$ cat src/rtl/blit_pkg.sv
// blit_pkg: shared FSM encodings and baud divider helpers for the blit UART blocks
// ST_* : 2-bit transmit FSM state encodings
// DIV_MIN : smallest legal clocks-per-bit ratio
// blit_div : integer-truncated clocks-per-bit for a given clock and baud rate
package blit_pkg;

    localparam logic [1:0] ST_IDLE  = 2'd0;
    localparam logic [1:0] ST_START = 2'd1;
    localparam logic [1:0] ST_DATA  = 2'd2;
    localparam logic [1:0] ST_STOP  = 2'd3;

    localparam int DIV_MIN = 2;

    function automatic int blit_div(input int hz, input int baud);
        return hz / baud;
    endfunction

endpackage

$ cat src/rtl/blit_fifo.sv
// blit_fifo: synchronous byte FIFO shared by the blit UART transmit and receive paths
// clk, rstn        : clock, asynchronous active-low reset
// push_i, wdata_i  : write strobe and data (ignored when full)
// pop_i, rdata_o   : read strobe (ignored when empty) and head-of-queue data
// count_o          : registered occupancy, 0..DEPTH
// full_o, empty_o  : occupancy flags decoded from count_o
module blit_fifo #(
    parameter int DEPTH = 16,
    parameter int WIDTH = 8
) (
    input  logic                   clk,
    input  logic                   rstn,
    input  logic                   push_i,
    input  logic [WIDTH-1:0]       wdata_i,
    input  logic                   pop_i,
    output logic [WIDTH-1:0]       rdata_o,
    output logic [$clog2(DEPTH):0] count_o,
    output logic                   full_o,
    output logic                   empty_o
);

    localparam int AW = $clog2(DEPTH);
    localparam int CW = AW + 1;

    logic [WIDTH-1:0] mem_q [DEPTH];
    logic [AW-1:0]    wr_q;
    logic [AW-1:0]    rd_q;
    logic [CW-1:0]    count_q;
    logic             do_push;
    logic             do_pop;

    if (DEPTH < 2 || (DEPTH & (DEPTH - 1)) != 0) begin : g_bad_depth
        $error("blit_fifo: DEPTH must be a power of two and at least 2");
    end

    assign full_o  = count_q == CW'(DEPTH);
    assign empty_o = count_q == '0;
    assign do_push = push_i && !full_o;
    assign do_pop  = pop_i && !empty_o;
    assign rdata_o = mem_q[rd_q];
    assign count_o = count_q;

    always_ff @(posedge clk or negedge rstn) begin
        if (!rstn) begin
            wr_q    <= '0;
            rd_q    <= '0;
            count_q <= '0;
        end else begin
            if (do_push) wr_q <= wr_q + 1'b1;
            if (do_pop) rd_q <= rd_q + 1'b1;
            count_q <= count_q + CW'(do_push) - CW'(do_pop);
        end
    end

    // Storage carries no reset: only the pointers define which entries are valid.
    always_ff @(posedge clk) begin
        if (do_push) mem_q[wr_q] <= wdata_i;
    end

endmodule

$ cat src/rtl/blit_uart_tx.sv
// blit_uart_tx: FIFO-buffered 8N1 UART transmitter
// clk, rstn          : clock, asynchronous active-low reset
// in_valid, in_data  : byte offered by upstream, held until accepted
// in_ready           : byte accepted on this edge when in_valid is high
// tx                 : registered serial line, idle high
// busy               : registered, high while a byte is queued or in flight
module blit_uart_tx
    import blit_pkg::*;
#(
    parameter int HZ    = 100_000_000,
    parameter int BAUD  = 115200,
    parameter int DEPTH = 16
) (
    input  logic       clk,
    input  logic       rstn,
    input  logic       in_valid,
    input  logic [7:0] in_data,
    output logic       in_ready,
    output logic       tx,
    output logic       busy
);

    localparam int DIV = blit_div(HZ, BAUD);
    localparam int BW  = $clog2(DIV);

    logic [1:0]             state_q, state_d;
    logic [BW-1:0]          baud_q, baud_d;
    logic [2:0]             bit_q, bit_d;
    logic [7:0]             sh_q, sh_d;
    logic                   tx_q, tx_d;
    logic                   busy_q, busy_d;
    logic                   pop;
    logic                   tick;
    logic                   full;
    logic                   empty;
    logic [7:0]             head;
    logic [$clog2(DEPTH):0] cnt;

    if (DIV < DIV_MIN) begin : g_bad_div
        $error("blit_uart_tx: HZ/BAUD must be at least 2");
    end

    blit_fifo #(
        .DEPTH(DEPTH),
        .WIDTH(8)
    ) u_fifo (
        .clk    (clk),
        .rstn   (rstn),
        .push_i (in_valid && in_ready),
        .wdata_i(in_data),
        .pop_i  (pop),
        .rdata_o(head),
        .count_o(cnt),
        .full_o (full),
        .empty_o(empty)
    );

    assign in_ready = !full;
    assign tick     = baud_q == '0;
    assign tx       = tx_q;
    assign busy     = busy_q;

    // The baud counter free-runs through every bit cell and reloads on each boundary;
    // leaving IDLE reloads it explicitly so the start bit gets a full DIV cycles.
    always_comb begin
        state_d = state_q;
        baud_d  = state_q == ST_IDLE ? baud_q : tick ? BW'(DIV - 1) : baud_q - 1'b1;
        bit_d   = bit_q;
        sh_d    = sh_q;
        pop     = 1'b0;
        case (state_q)
            ST_IDLE: begin
                if (!empty) begin
                    pop     = 1'b1;
                    sh_d    = head;
                    bit_d   = 3'd0;
                    baud_d  = BW'(DIV - 1);
                    state_d = ST_START;
                end
            end
            ST_START: state_d = tick ? ST_DATA : ST_START;
            ST_DATA: begin
                if (tick) begin
                    sh_d    = sh_q >> 1;
                    bit_d   = bit_q == 3'd7 ? bit_q : bit_q + 3'd1;
                    state_d = bit_q == 3'd7 ? ST_STOP : ST_DATA;
                end
            end
            default: begin
                // End of stop bit chains straight into the next start bit when bytes wait.
                if (tick) begin
                    pop     = !empty;
                    sh_d    = empty ? sh_q : head;
                    bit_d   = 3'd0;
                    state_d = empty ? ST_IDLE : ST_START;
                end
            end
        endcase
    end

    // tx is driven from the current state, so the line lags the FSM by one cycle.
    assign tx_d   = state_q == ST_START ? 1'b0 : state_q == ST_DATA ? sh_q[0] : 1'b1;
    assign busy_d = state_q != ST_IDLE || cnt != '0;

    always_ff @(posedge clk or negedge rstn) begin
        if (!rstn) begin
            state_q <= ST_IDLE;
            baud_q  <= '0;
            bit_q   <= '0;
            sh_q    <= '0;
            tx_q    <= 1'b1;
            busy_q  <= 1'b0;
        end else begin
            state_q <= state_d;
            baud_q  <= baud_d;
            bit_q   <= bit_d;
            sh_q    <= sh_d;
            tx_q    <= tx_d;
            busy_q  <= busy_d;
        end
    end

endmodule

$ cat config.mk
export PLATFORM = sky130hd
export DESIGN_NAME = blit_uart_tx
export DESIGN_NICKNAME = d
export VERILOG_FILES = /design/src/rtl/blit_pkg.sv /design/src/rtl/blit_fifo.sv /design/src/rtl/blit_uart_tx.sv
export SDC_FILE = /design/constraint.sdc
export NUM_CORES = 1
export LEC_CHECK = 0
export BUFFER_PORTS_ARGS = -buffer_cell sky130_fd_sc_hd__buf_2
export CAP_MARGIN = 20
export CORE_UTILIZATION = 47
export DETAILED_ROUTE_END_ITERATION = 10
export SLEW_MARGIN = 20
export SYNTH_ARGS = -nofsm -noshare
export SYNTH_HDL_FRONTEND = slang
export SYNTH_SLANG_ARGS = --single-unit
export TNS_END_PERCENT = 10
$ cat constraint.sdc
create_clock -name clk -period 3.23 [get_ports clk]
set_input_delay 0.1615 -clock clk [delete_from_list [all_inputs] [get_ports clk]]
set_output_delay 0.1615 -clock clk [all_outputs]
set_load 0.1 [all_outputs]
Yosys cells after proc, flatten, opt, wreduce, memory -nomap -nowiden
Memory sizes are Yosys's and may differ from the RTL's.
Index checks and enable logic that the tools add are counted.
Widths: inputs -> output; s select.
{"block": "totals", "regBits": 38, "ramBits": 128, "inputBits": 11, "out_inout_bits": 3, "wordCells": 68, "mem_count": 1}
{"block": "op_classes", "addsub": 6, "eq_ne": 7, "n_mux": 27, "bitwise_logic": 1, "n_reduce_logical": 17}
{"name": "u_fifo.mem_q", "depth": 16, "width": 8, "read_ports": 1, "rd_ports_with_merged_regs": 0, "wr": 1, "line": "blit_fifo.sv:25", "text": "logic [WIDTH-1:0] mem_q [DEPTH];"}
{"cell": "$mux 10", "count": 4}
{"cell": "$mux 8", "count": 3}
{"cell": "$pmux 8 s3", "count": 1}
{"cell": "$mux 3", "count": 4}
{"cell": "$logic_not 10->1", "count": 1}
{"cell": "$sub 10x1->10 const B", "count": 1}
{"cell": "$pmux 3 s3", "count": 1}
{"cell": "$add 4x1->4 const B", "count": 2}
{"cell": "$mux 1", "count": 8}
{"cell": "$mux 2", "count": 4}
{"cell": "$ne 2x2->1 const B", "count": 3}
{"cell": "$pmux 2 s3", "count": 1}
{"cell": "$reduce_and 3->1", "count": 2}
{"cell": "$add 5x1->5", "count": 1}
{"cell": "$eq 5x5->1 const B", "count": 1}
{"cell": "$logic_not 5->1", "count": 1}
{"cell": "$reduce_and 5->1", "count": 1}
{"cell": "$reduce_bool 5->1", "count": 1}
{"cell": "$sub 5x1->5", "count": 1}
{"cell": "$reduce_bool 2->1", "count": 2}
{"cell": "$add 3x1->3 const B", "count": 1}
{"cell": "$eq 3x3->1 const B", "count": 1}
{"cell": "$logic_and 1x1->1", "count": 3}
{"cell": "$reduce_bool 3->1", "count": 1}
{"cell": "other kinds (8)", "count": 9}

Longest topological paths before layout
Gate-level depths: netlist of run 1.
{"block": "depth", "ltp_word": 6, "ltp_mapped": 15, "mapped_depth_nobuf": 15}

By module
From an unflattened synthesis of run 1, not the netlist that was laid out.
{"block": "unflattened", "hier_cells": 469, "hier_area_um2": 7235.7}
{"module": "blit_fifo", "instances": 1, "cells_per_inst": 319, "area_per_inst_um2": 5863.1, "seq_area_each_um2": 4169.0}
{"module": "blit_uart_tx", "instances": 1, "cells_per_inst": 150, "area_per_inst_um2": 1372.6, "seq_area_each_um2": 626.9}

Worst setup path after synthesis of run 1
Ideal clock, no wire load.
{"block": "synth_path", "path_kind": "reg2reg", "startpoint": "reg u_fifo.count_q[3], in the netlist u_fifo.count_o[3]", "endpoint": "reg u_fifo.count_q[4], in the netlist u_fifo.count_o[4]", "setup_ns": 0.080, "t_arrival_ns": 3.238, "t_required_ns": 3.150, "setup_slack_ns": -0.088, "path_stages_with_launch": 14, "n_path_buf": 0, "synth_period_minus_slack_ns": 3.318, "path_cell_list": "dfrtp_1 inv_1 ha_1 nand4_1 nand2_1 clkinv_1 ha_1 inv_1 fa_1 inv_1 a21oi_1 nor2_1 nor2_1 xnor2_1"}
{"block": "synth_between", "elab_chain_len": 6, "word_cells_on_any_way": 12, "classes_between": "add/sub: 2; eq/ne: 1; mux: 3; reduce/logical: 6"}
{"item": "start, declared", "line": "blit_fifo.sv:28", "text": "logic [CW-1:0] count_q;"}
{"item": "start signal, assigned", "line": "blit_fifo.sv:51", "text": "count_q <= count_q + CW'(do_push) - CW'(do_pop);"}
{"item": "$eq 5x5->1 *", "line": "blit_fifo.sv:36", "text": "assign full_o = count_q == CW'(DEPTH);"}
{"item": "$logic_not 1->1 *", "line": "blit_uart_tx.sv:58", "text": "assign in_ready = !full;"}
{"item": "via in_ready", "line": "blit_uart_tx.sv:18", "text": "output logic in_ready,"}
{"item": "$logic_and 1x1->1", "line": "blit_uart_tx.sv:49", "text": ".push_i (in_valid && in_ready),"}
{"item": "$logic_and 1x1->1 *", "line": "blit_fifo.sv:38", "text": "assign do_push = push_i && !full_o;"}
{"item": "via u_fifo.do_push", "line": "blit_fifo.sv:29", "text": "logic do_push;"}
{"item": "$add 5x1->5 *", "line": "blit_fifo.sv:51"}
{"item": "$sub 5x1->5 *", "line": "blit_fifo.sv:51"}
The timed path passes the listed nets; every way through them passes the cells marked *.
A chain may end at the register's enable or synchronous reset.

Worst setup path in the final report of run 1
{"block": "layout_path", "startpoint": "reg u_fifo.count_q[2], in the netlist u_fifo.count_o[2]", "endpoint": "reg u_fifo.count_q[4], in the netlist u_fifo.count_o[4]"}
{"block": "layout_between", "elab_chain_len": 6, "word_cells_on_any_way": 12, "classes_between": "add/sub: 2; eq/ne: 1; mux: 3; reduce/logical: 6"}
{"item": "$logic_not 5->1 *", "line": "blit_fifo.sv:37", "text": "assign empty_o = count_q == '0;"}
{"item": "$logic_not 1->1", "line": "blit_fifo.sv:39, blit_uart_tx.sv:92"}
{"item": "$mux 1", "line": "blit_uart_tx.sv:91", "text": "if (tick) begin"}
{"item": "$pmux 1 s2", "line": "blit_uart_tx.sv:71", "text": "case (state_q)"}
{"item": "$logic_and 1x1->1 *", "line": "blit_fifo.sv:39", "text": "assign do_pop = pop_i && !empty_o;"}
{"item": "via u_fifo.do_pop", "line": "blit_fifo.sv:30", "text": "logic do_pop;"}
{"item": "$sub 5x1->5 *", "line": "blit_fifo.sv:51"}
Marks and branches as above.

==> flow_metrics.env, run 1 <==
export IMPL_avgRoutedWirePerCell_microns=19.96
export IMPL_power_frac_clock_pct=35.5
export IMPL_critPathLaunchType="flop"
export IMPL_synth_area_sq_mm=0.006993
export IMPL_hpwl_microns=8322
export IMPL_ioPinCount=14
export IMPL_area_growth_syn_to_layout_pct=11.93
export IMPL_finalWirelength_microns=12750
export IMPL_drtIter0Drc=267
export IMPL_crit_fanout=6
export IMPL_cts_buffers=17
export IMPL_min_delay_worst_endpoint="u_fifo.mem_q[2][4]"
export IMPL_cts_path_max_buffers=2
export IMPL_synthesis_nets=441
export IMPL_htreeDepth=4
export IMPL_synth_edf_count=128
export IMPL_synthAdderAreaFrac_pct=2.970
export IMPL_regToRegSetupSlack_ns=0.37
export IMPL_grt_overflow_total=0
export IMPL_ys_flop_type="edfxtp_1"
export IMPL_critPathRequiredTime_ns=3.53
export IMPL_grt_pass1_vias=3573
export IMPL_final_common_cell="edfxtp_1"
export IMPL_grt_pass1_wl_microns=19950
export IMPL_rsz0062_at_grt="false"
export IMPL_synth_avg_cell_area_sq_um=16.89
export IMPL_ir_drop_mv=0.3275
export IMPL_vias=3540
export IMPL_pwr_density_cell_mw_per_mm2=643.3
export IMPL_setup_viol=0
export IMPL_tightestPinTransition_ns=0.9179
export IMPL_crit_reg2reg_launch="u_fifo.count_o[2]"
export IMPL_cts_sinks=166
export IMPL_pwr_share_comb_pct=12.2
export IMPL_post_cts_resized=0
export IMPL_clock_fmax_mhz=349.6
export IMPL_place_ws_ns=0.3574
export IMPL_slew_violations=0
export IMPL_crit_arrival_ns=3.16
export IMPL_initial_core_util_pct=48.11
export IMPL_clkTransAtPathRegs_ns=0.07
export IMPL_power_frac_seq_pct=52.3
export IMPL_antenna_left=0
export IMPL_intPower_mw=3.792
export IMPL_grt_max_degree=39
export IMPL_yosys_warnings=0
export IMPL_worstHoldPathCells=1
export IMPL_setup_tns_ns=0
export IMPL_end_kind="flop"
export IMPL_synthSimpleGateAreaFrac_pct=6.388
export IMPL_p_leak_nw=2.769
export IMPL_firstDrtPassIters=4
export IMPL_vias_per_cell=5.540
export IMPL_synth_compound_area_share_pct=6.119
export IMPL_min_delay_start="in_data[4]"
export IMPL_synth_xor_area_share_pct=1.879
export IMPL_layout_common_cells="128 x edfxtp_1, 36 x dfrtp_1, 26 x a21oi_1"
export IMPL_max_cap_viol_count=0
export IMPL_clkLatencyLatePin_ns=0.42
export IMPL_yosys_register_bits=166
export IMPL_finClkSkew_ns=0.01102
export IMPL_fp_dieH_microns=124.0
export IMPL_synthArstFlopShare_pct=22.89
export IMPL_nets=469
export IMPL_antenna_found_initial=0
export IMPL_rr_worst_depth=15
export IMPL_fp_row_count=44
export IMPL_finalHoldViolations=0
export IMPL_switching_share_pct=24.70
export IMPL_port_buffers=13
export IMPL_path_class="reg2reg"
export IMPL_gp_congestion=0.7566
export IMPL_hp_class="in2reg"
export IMPL_fin_ws_ns=0.3693
export IMPL_synthCells=414
export IMPL_regToRegEndpoint="u_fifo.count_o[4]"
export IMPL_period_needed_ns=2.861
export IMPL_core_area_sq_mm=0.01453
export IMPL_drive_gt1_share_pct=20.22
export IMPL_drcViolationCount=0
export IMPL_outcome="completed"
export IMPL_cts_root_buf="clkbuf_16"
export IMPL_slew_headroom_pct=38.80
export IMPL_cts_tree="yes"
export IMPL_netSwitchingPower_mw=1.244
export IMPL_die_width_microns=124.0
export IMPL_synth_cell_type_count=52
export IMPL_synthMuxAreaShare_pct=11.11
export IMPL_antenna_cells=0
export IMPL_die_area_sq_mm=0.01537
export IMPL_grt_usage_pct=18.69
export IMPL_ys_seq_area_share_pct=68.58
export IMPL_fin_crit_sh_pct=88.57
export IMPL_synth_top_family_by_area="multiplexers"
==> stage by stage <==
stage / util, % / hold WS, ns / std cells / area (sq um) / total power [mW]
floorplan: - / -0.1341 / 414 / 6995 / 3.086
global placement: 50.19 / 0.3324 / 606 / 7295 / 3.274
detailed placement: 50.19 / 0.3523 / 606 / 7295 / 3.296
CTS: 53.86 / 0.1099 / 639 / 7828 / 5.081
global route: 53.86 / 0.1153 / 639 / 7828 / 5.257
finish: 53.86 / 0.1212 / 639 / 7828 / 5.035
==> how the worst max path moves through the flow <==
stage | start | to | slack, ns | depth (start not counted)
3_3_place_gp | u_fifo.count_o[3] | u_fifo.count_o[4] | 0.41 | 15
3_5_place_dp | u_fifo.count_o[2] | u_fifo.count_o[4] | 0.36 | 15
5_1_grt | u_fifo.count_o[2] | u_fifo.count_o[4] | 0.13 | 15
6_report | u_fifo.count_o[2] | u_fifo.count_o[4] | 0.37 | 15
4_1_cts | u_fifo.count_o[2] | u_fifo.count_o[4] | 0.35 | 15
2_1_floorplan | u_fifo.count_o[3] | u_fifo.count_o[4] | 0.03 | 13
==> flip-flops by register name (all words and copies together) (netlist names) <==
register / count
baud_q: 10
state_q: 2
sh_q: 8
u_fifo.mem_q: 128
busy: 1
u_fifo.wr_q: 4
bit_q: 3
u_fifo.rd_q: 4
tx: 1
u_fifo.count_o: 5
==> cells in the mapped netlist, types with 2 or more instances <==
cell        n  share of area (%)
a21oi_1    26                1.9
a22oi_1    17                1.8
and2_1      9               0.81
and3_1      2               0.18
buf_2       4               0.29
buf_6       3               0.48
clkbuf_1    6               0.32
dfrtp_1    37                 13
edfxtp_1  128                 55
ha_1       15                2.7
inv_1      24                1.3
mux4_1     12                4.5
mux4_2     20                6.4
nand2_1    15               0.81
nand3_1     5               0.36
nand4_1     3               0.27
nor2_1     21                1.1
nor2b_1     3               0.27
nor3_1      2               0.14
nor3b_1     2               0.21
nor4_1      4               0.36
nor4_2      3               0.54
o21ai_0     8               0.57
o21ai_1     2               0.14
o21ai_4     2               0.47
or3_1       2               0.18
xnor2_1    12                1.5
xor2_1      3               0.38
==> worst max-delay path, cell delays in order, from the launching register on <==
cell and delay (ns):
dfrtp_1 0.38, inv_1 0.08, ha_1 0.16, or4b_4 0.50, nand2_2 0.19, o21ai_4 0.12, ha_1 0.28, inv_1 0.06
ha_1 0.15, inv_1 0.05, fa_1 0.39, inv_1 0.07, a21oi_1 0.05, nor2_1 0.08, nor2_1 0.05, xnor2_1 0.11
==> routing by layer <==
metal	global-route usage (%)	vias to the layer above	part of all wire (%)
met4	7.813	0	1.7
met2	27.88	76	47
met5	0	-	0
met1	26.88	1792	46
met3	3.846	18	4.9
li1	-	1654	-
==> logic make-up (layout without fill, tap and decap cells) <==
group,Yosys count,count (layout)
AND/OR/NAND/NOR,78,78
AO/OA/AOI/OAI,64,64
buffers and inverters,42,83
multiplexers,33,33
XOR/XNOR,15,15
flip-flops,166,166
adder cells (fa/ha/maj),16,16
==> power by group through the flow <==
stage	clock network [mW]	registers, mW	logic [mW]
3_5_place_dp	0	2.68	0.618
3_3_place_gp	0	2.66	0.609
4_1_cts	1.82	2.64	0.624
5_1_grt	1.91	2.65	0.695
2_1_floorplan	0	2.62	0.462
6_report	1.79	2.63	0.612
==> cell type report <==
type | instances | area [sq um]
fillers | 1224 | 6706
flip-flops and latches | 166 | 4797
multi-input cells | 206 | 2006
clock buffers | 22 | 464.2
well taps | 184 | 230.2
repair buffers | 26 | 177.7
inverters | 25 | 93.84
clock inverters | 10 | 58.81
==> what timing repair did <==
item | in CTS | in global routing
buffers inserted | 0 | 0
endpoints found under the hold margin | 37 | 0
hold buffers | 1 | 0
(Power assumes the default switching activity.)
==> inputs of run 2 (changes only) <==
clock period = 2.6 ns   (was 3.23 ns; I/O delays follow)
==> run 2 against run 1 <==
Against the previous run:
- non-clock buffer count grew 16
- final cell count rose by 2.3%
- sequential cell count unchanged
- clock-buffer cell count shrank 2
- setup slack worse by 0.32 ns
- die area stayed put
- register-to-register slack lost 0.32 ns
- combinational power grew 60%
- critical path type unchanged
- critical endpoint unchanged
- highest routed layer unchanged
==> flow_metrics.env, run 2 (synthesis results as in run 1) <==
export IMPL_reg_top3="u_fifo.mem_q (128), baud_q (10), sh_q (8)"
export IMPL_path_class="reg2reg"
export IMPL_antenna_cells=0
export IMPL_crit_slowest_cell="or4b_4"
export IMPL_fp_dieH_microns=124.0
export IMPL_finalWirelength_microns=13180
export IMPL_port_buffers=13
export IMPL_crit_fanout=3
export IMPL_place_ws_ns=-0.07002
export IMPL_rr_worst_depth=15
export IMPL_vias=3601
export IMPL_crit_reg2reg_launch="u_fifo.count_o[2]"
export IMPL_drive_gt1_share_pct=26.17
export IMPL_cts_path_max_buffers=2
export IMPL_final_common_cell="edfxtp_1"
export IMPL_avgRoutedWirePerCell_microns=20.16
export IMPL_worstHoldPathCells=1
export IMPL_regMostFlops="u_fifo.mem_q"
export IMPL_nets=485
export IMPL_period_needed_ns=2.549
export IMPL_antenna_left=0
export IMPL_fin_ws_ns=0.05101
export IMPL_fin_crit_sh_pct=98.04
export IMPL_regToRegEndpoint="u_fifo.count_o[4]"
export IMPL_final_seq_area_sq_mm=0.004797
export IMPL_cts_root_buf="clkbuf_16"
export IMPL_p_leak_nw=2.857
export IMPL_cts_buffers=17
export IMPL_largest_reg_flops=128
export IMPL_drtIter0Drc=211
export IMPL_outcome="completed"
export IMPL_critPathLaunchType="flop"
export IMPL_grt_pass1_wl_microns=20640
export IMPL_clkLatencyLatePin_ns=0.42
export IMPL_drcViolationCount=0
export IMPL_hp_class="in2reg"
export IMPL_max_cap_viol_count=0
export IMPL_path_cells="inv_2 > ha_4 > or4b_4 > nand2_4 > o21ai_4 > ha_4 > inv_2 > ha_4 > inv_2 > fa_2 > inv_2 > a21oi_2 > nor2_1 > nor2_1 > xnor2_1"
export IMPL_grt_overflow_total=0
export IMPL_setup_viol=0
export IMPL_area_growth_syn_to_layout_pct=15.55
export IMPL_crit_arrival_ns=2.85
export IMPL_finClkSkew_ns=0.008296
export IMPL_clock_fmax_mhz=392.3
export IMPL_grt_pass1_vias=3733
export IMPL_core_area_sq_mm=0.01453
export IMPL_grt_max_degree=39
export IMPL_min_delay_worst_endpoint="u_fifo.mem_q[11][6]"
export IMPL_die_area_sq_mm=0.01537
export IMPL_initial_core_util_pct=48.11
export IMPL_grt_usage_pct=19.12
export IMPL_tightestPinTransition_ns=0.9203
export IMPL_crit_family="adder cells"
export IMPL_rsz0062_at_grt="true"
export IMPL_nFillCells=1194
export IMPL_clkTransAtPathRegs_ns=0.06
export IMPL_critical_path_buf_inv_count=4
export IMPL_regToRegSetupSlack_ns=0.05
export IMPL_cts_sinks=166
export IMPL_critPathRequiredTime_ns=2.90
export IMPL_cpPeakStageDelay_ns=0.50
export IMPL_layout_common_cells="128 x edfxtp_1, 36 x dfrtp_1, 26 x buf_4"
export IMPL_hpwl_microns=8659
export IMPL_htreeDepth=4
export IMPL_fin_util_pct=55.60
export IMPL_cp_common_cell="inv_2"
export IMPL_die_width_microns=124.0
export IMPL_multiInputGateArea_sq_mm=0.002097
export IMPL_gp_congestion=0.7451
export IMPL_vias_per_cell=5.506
export IMPL_slew_headroom_pct=38.65
export IMPL_finalHoldViolations=0
export IMPL_cts_tree="yes"
export IMPL_slew_violations=0
export IMPL_ioPinCount=14
export IMPL_fp_row_count=44
export IMPL_min_delay_start="in_data[6]"
export IMPL_ir_drop_mv=0.4683
export IMPL_firstDrtPassIters=4
export IMPL_antenna_found_initial=0
export IMPL_end_kind="flop"
export IMPL_pwr_density_cell_mw_per_mm2=816.5
[run 2: cell count changes in the layout (fill, tap and decap cells not counted), sizes merged]
cell and change:
buf +16, bufinv +2, clkbuf -2, clkinvlp -1
[run 2: worst max-delay path by stage]
| stage | startpoint | endpoint | slack, ns | depth (start not counted) |
|---|---|---|---|---|
| after floorplan | u_fifo.count_o[3] | u_fifo.count_o[4] | -0.46 | 13 |
| after global placement | u_fifo.count_o[2] | u_fifo.count_o[4] | -0.02 | 15 |
| after detailed placement | u_fifo.count_o[2] | u_fifo.count_o[4] | -0.07 | 15 |
| after CTS | u_fifo.count_o[2] | u_fifo.count_o[4] | 0.04 | 15 |
| after global routing | u_fifo.count_o[3] | u_fifo.count_o[4] | -0.06 | 15 |
| final | u_fifo.count_o[2] | u_fifo.count_o[4] | 0.05 | 15 |
[run 2: area by class of cell]
type                    count  share of cell area (%)
flip-flops and latches    166                   59.37
multi-input cells         206                   25.95
clock buffers              20                   5.404
repair buffers             42                   3.840
inverters                  25                   1.223
clock inverters            11                   1.363
well taps                 184                   2.849
[run 2: layer usage]
layer / wire length [microns] / up-vias / global-route usage, %
met5: 0 / - / 0
met1: 5958 / 1839 / 25.94
li1: - / 1686 / -
met2: 6543 / 60 / 30.73
met4: 201 / 0 / 7.143
met3: 480 / 16 / 3.800
[run 2: per-stage QoR]
stage | instance area [sq um] | hold WS, ns | power (mW) | instances | setup TNS (ns)
after global placement | 7431 | 0.3142 | 4.190 | 617 | -0.01910
after global routing | 8080 | 0.1050 | 6.871 | 654 | -0.06265
after floorplan | 7024 | -0.1656 | 3.862 | 414 | -18.13
after CTS | 8028 | 0.09165 | 6.593 | 651 | 0
after detailed placement | 7431 | 0.3167 | 4.223 | 617 | -0.07002
final | 8080 | 0.1069 | 6.598 | 654 | 0
[run 2: timing repair]
| item | in CTS | in global routing |
|---|---|---|
| hold buffers | 1 | 0 |
| setup buffers | 2 | 3 |
| endpoints found under the hold margin | 37 | 0 |
| endpoints found under the setup margin | 1 | 1 |
| pin swaps | 2 | 5 |
| gates resized for setup | 7 | 6 |
[run 2: power by group]
part           switching, mW  total [mW]  internal, mW
Clock                  0.951        2.34          1.39
Combinational          0.542       0.981         0.439
Sequential             0.127        3.27          3.15
==> inputs of run 3 (changes only) <==
CORE_MARGIN = 2   (was not set)
CTS_CLUSTER_SIZE = 16   (was not set)
==> run 3 against run 2 <==
Against the previous run:
- routed wire length is 1.9% higher
- combinational power shrank 2.1%
- via count increased by 0.58%
- first-iteration DRC count rose by 5.7%
- setup slack improved by 0.0015 ns
- critical path type unchanged
- critical endpoint unchanged
- highest routed layer unchanged
==> flow_metrics.env, run 3 (synthesis results as in run 1) <==
export IMPL_reg_top3="u_fifo.mem_q (128), baud_q (10), sh_q (8)"
export IMPL_fp_dieH_microns=126.0
export IMPL_pwr_share_comb_pct=14.6
export IMPL_port_buffers=13
export IMPL_tightestPinTransition_ns=0.9064
export IMPL_regToRegSetupSlack_ns=0.05
export IMPL_outcome="completed"
export IMPL_slew_headroom_pct=39.57
export IMPL_max_cap_viol_count=0
export IMPL_antenna_left=0
export IMPL_antenna_cells=0
export IMPL_cts_buffers=17
export IMPL_finalWirelength_microns=13430
export IMPL_placed_cells=618
export IMPL_firstDrtPassIters=4
export IMPL_crit_arrival_ns=2.84
export IMPL_finalNonFillerCells=652
export IMPL_cts_root_buf="clkbuf_16"
export IMPL_htreeDepth=4
export IMPL_hpwl_microns=8731
export IMPL_power_frac_clock_pct=35.7
export IMPL_fin_crit_sh_pct=97.98
export IMPL_nets=482
export IMPL_vias=3622
export IMPL_rsz0062_at_grt="true"
export IMPL_grt_overflow_total=0
export IMPL_finClkSkew_ns=0.01008
export IMPL_grt_usage_pct=18.19
export IMPL_crit_fanout=3
export IMPL_antenna_found_initial=0
export IMPL_grt_pass1_vias=3852
export IMPL_die_area_sq_mm=0.01587
export IMPL_grt_pass1_wl_microns=21370
export IMPL_cts_path_max_buffers=2
export IMPL_layout_common_cells="128 x edfxtp_1, 36 x dfrtp_1, 24 x a21oi_1"
export IMPL_die_width_microns=126.0
export IMPL_crit_reg2reg_launch="u_fifo.count_o[2]"
export IMPL_min_delay_worst_endpoint="u_fifo.mem_q[8][0]"
export IMPL_critPathLaunchType="flop"
export IMPL_setup_viol=0
export IMPL_hp_class="in2reg"
export IMPL_ioPinCount=14
export IMPL_cts_sinks=166
export IMPL_rr_worst_depth=15
export IMPL_initial_core_util_pct=48.11
export IMPL_drcViolationCount=0
export IMPL_min_delay_start="in_data[0]"
export IMPL_netSwitchingPower_mw=1.700
export IMPL_final_seq_area_sq_mm=0.004797
export IMPL_gp_congestion=0.7492
export IMPL_finalHoldViolations=0
export IMPL_drive_gt1_share_pct=26.07
export IMPL_ir_drop_mv=0.6648
export IMPL_clkTransAtPathRegs_ns=0.07
export IMPL_pwr_density_cell_mw_per_mm2=816.3
export IMPL_path_class="reg2reg"
export IMPL_end_kind="flop"
export IMPL_multiInputGateArea_sq_mm=0.002097
export IMPL_nFillCells=1161
export IMPL_final_common_cell="edfxtp_1"
export IMPL_finalPower_mw=6.583
export IMPL_p_leak_nw=2.843
export IMPL_core_area_sq_mm=0.01453
export IMPL_intPower_mw=4.884
export IMPL_switching_share_pct=25.82
export IMPL_clock_fmax_mhz=392.5
export IMPL_cts_tree="yes"
export IMPL_slew_violations=0
export IMPL_largest_reg_flops=128
export IMPL_regMostFlops="u_fifo.mem_q"
export IMPL_avgRoutedWirePerCell_microns=20.60
export IMPL_area_growth_syn_to_layout_pct=15.33
export IMPL_critPathRequiredTime_ns=2.90
export IMPL_fp_row_count=44
export IMPL_period_needed_ns=2.548
export IMPL_drtIter0Drc=223
export IMPL_grt_max_degree=39
export IMPL_power_frac_seq_pct=49.7
export IMPL_clkLatencyLatePin_ns=0.42
export IMPL_worstHoldPathCells=1
export IMPL_vias_per_cell=5.555
export IMPL_regToRegEndpoint="u_fifo.count_o[4]"
[run 3: what timing repair did]
item                                    4_1_cts  5_1_grt
pin swaps                                     3        7
hold endpoints to repair                     37        0
resized for setup                             9        4
buffers inserted                              1        0
endpoints found under the setup margin        1        1
hold buffers                                  1        0
[run 3: how the worst max path moves through the flow]
stage	slack [ns]	startpoint	end	depth (start not counted)
2_1_floorplan	-0.46	u_fifo.count_o[3]	u_fifo.count_o[4]	13
3_3_place_gp	-0.01	u_fifo.count_o[2]	u_fifo.count_o[4]	15
3_5_place_dp	-0.1	u_fifo.count_o[2]	u_fifo.count_o[4]	15
4_1_cts	0.04	u_fifo.count_o[2]	u_fifo.count_o[4]	15
5_1_grt	-0.08	u_fifo.count_o[2]	u_fifo.count_o[4]	15
6_report	0.05	u_fifo.count_o[2]	u_fifo.count_o[4]	15
[run 3: critical path: stages, from the launching register on]
cell	delay [ns]
dfrtp_1	0.39
inv_2	0.08
ha_4	0.13
or4b_4	0.51
nand3_4	0.10
o21ai_4	0.08
ha_4	0.21
inv_2	0.06
ha_4	0.12
inv_2	0.03
fa_2	0.36
inv_2	0.06
a21oi_2	0.04
nor2_1	0.09
nor2_1	0.06
xnor2_1	0.11
[run 3: layout make-up]
class | instances | share of cell area (%)
clock buffer | 18 | 5.321
timing repair buffer | 39 | 3.568
inverter | 25 | 1.226
tap | 184 | 2.854
clock inverter | 14 | 1.551
multi-input combinational | 206 | 26.00
sequential | 166 | 59.48
[run 3: power by group through the flow]
stage | Clock, mW | Combinational (mW) | Sequential (mW)
5_1_grt | 2.51 | 1.08 | 3.29
4_1_cts | 2.39 | 0.956 | 3.27
3_5_place_dp | 0 | 0.912 | 3.32
2_1_floorplan | 0 | 0.602 | 3.26
6_report | 2.35 | 0.960 | 3.27
3_3_place_gp | 0 | 0.891 | 3.31
[run 3: layer usage]
layer	vias up	share of wire, %	track usage (%)
met3	7	3.9	4.376
met1	1870	44	24.62
met5	-	0	0
met2	64	51	29.76
met4	0	0.82	5.236
li1	1681	-	-
[run 3: stage by stage]
| step | util [%] | area (sq um) | TNS [ns] | hold WS [ns] | worst slack [ns] |
|---|---|---|---|---|---|
| after detailed placement | 51.18 | 7438 | -0.09597 | 0.3157 | -0.09597 |
| after global placement | 51.18 | 7438 | -0.01326 | 0.3034 | -0.01326 |
| after floorplan | - | 7024 | -18.13 | -0.1656 | -0.4631 |
| final | 55.49 | 8065 | 0 | 0.09623 | 0.05249 |
| after CTS | 55.41 | 8053 | 0 | 0.08737 | 0.04211 |
| after global routing | 55.49 | 8065 | -0.07902 | 0.1007 | -0.07902 |
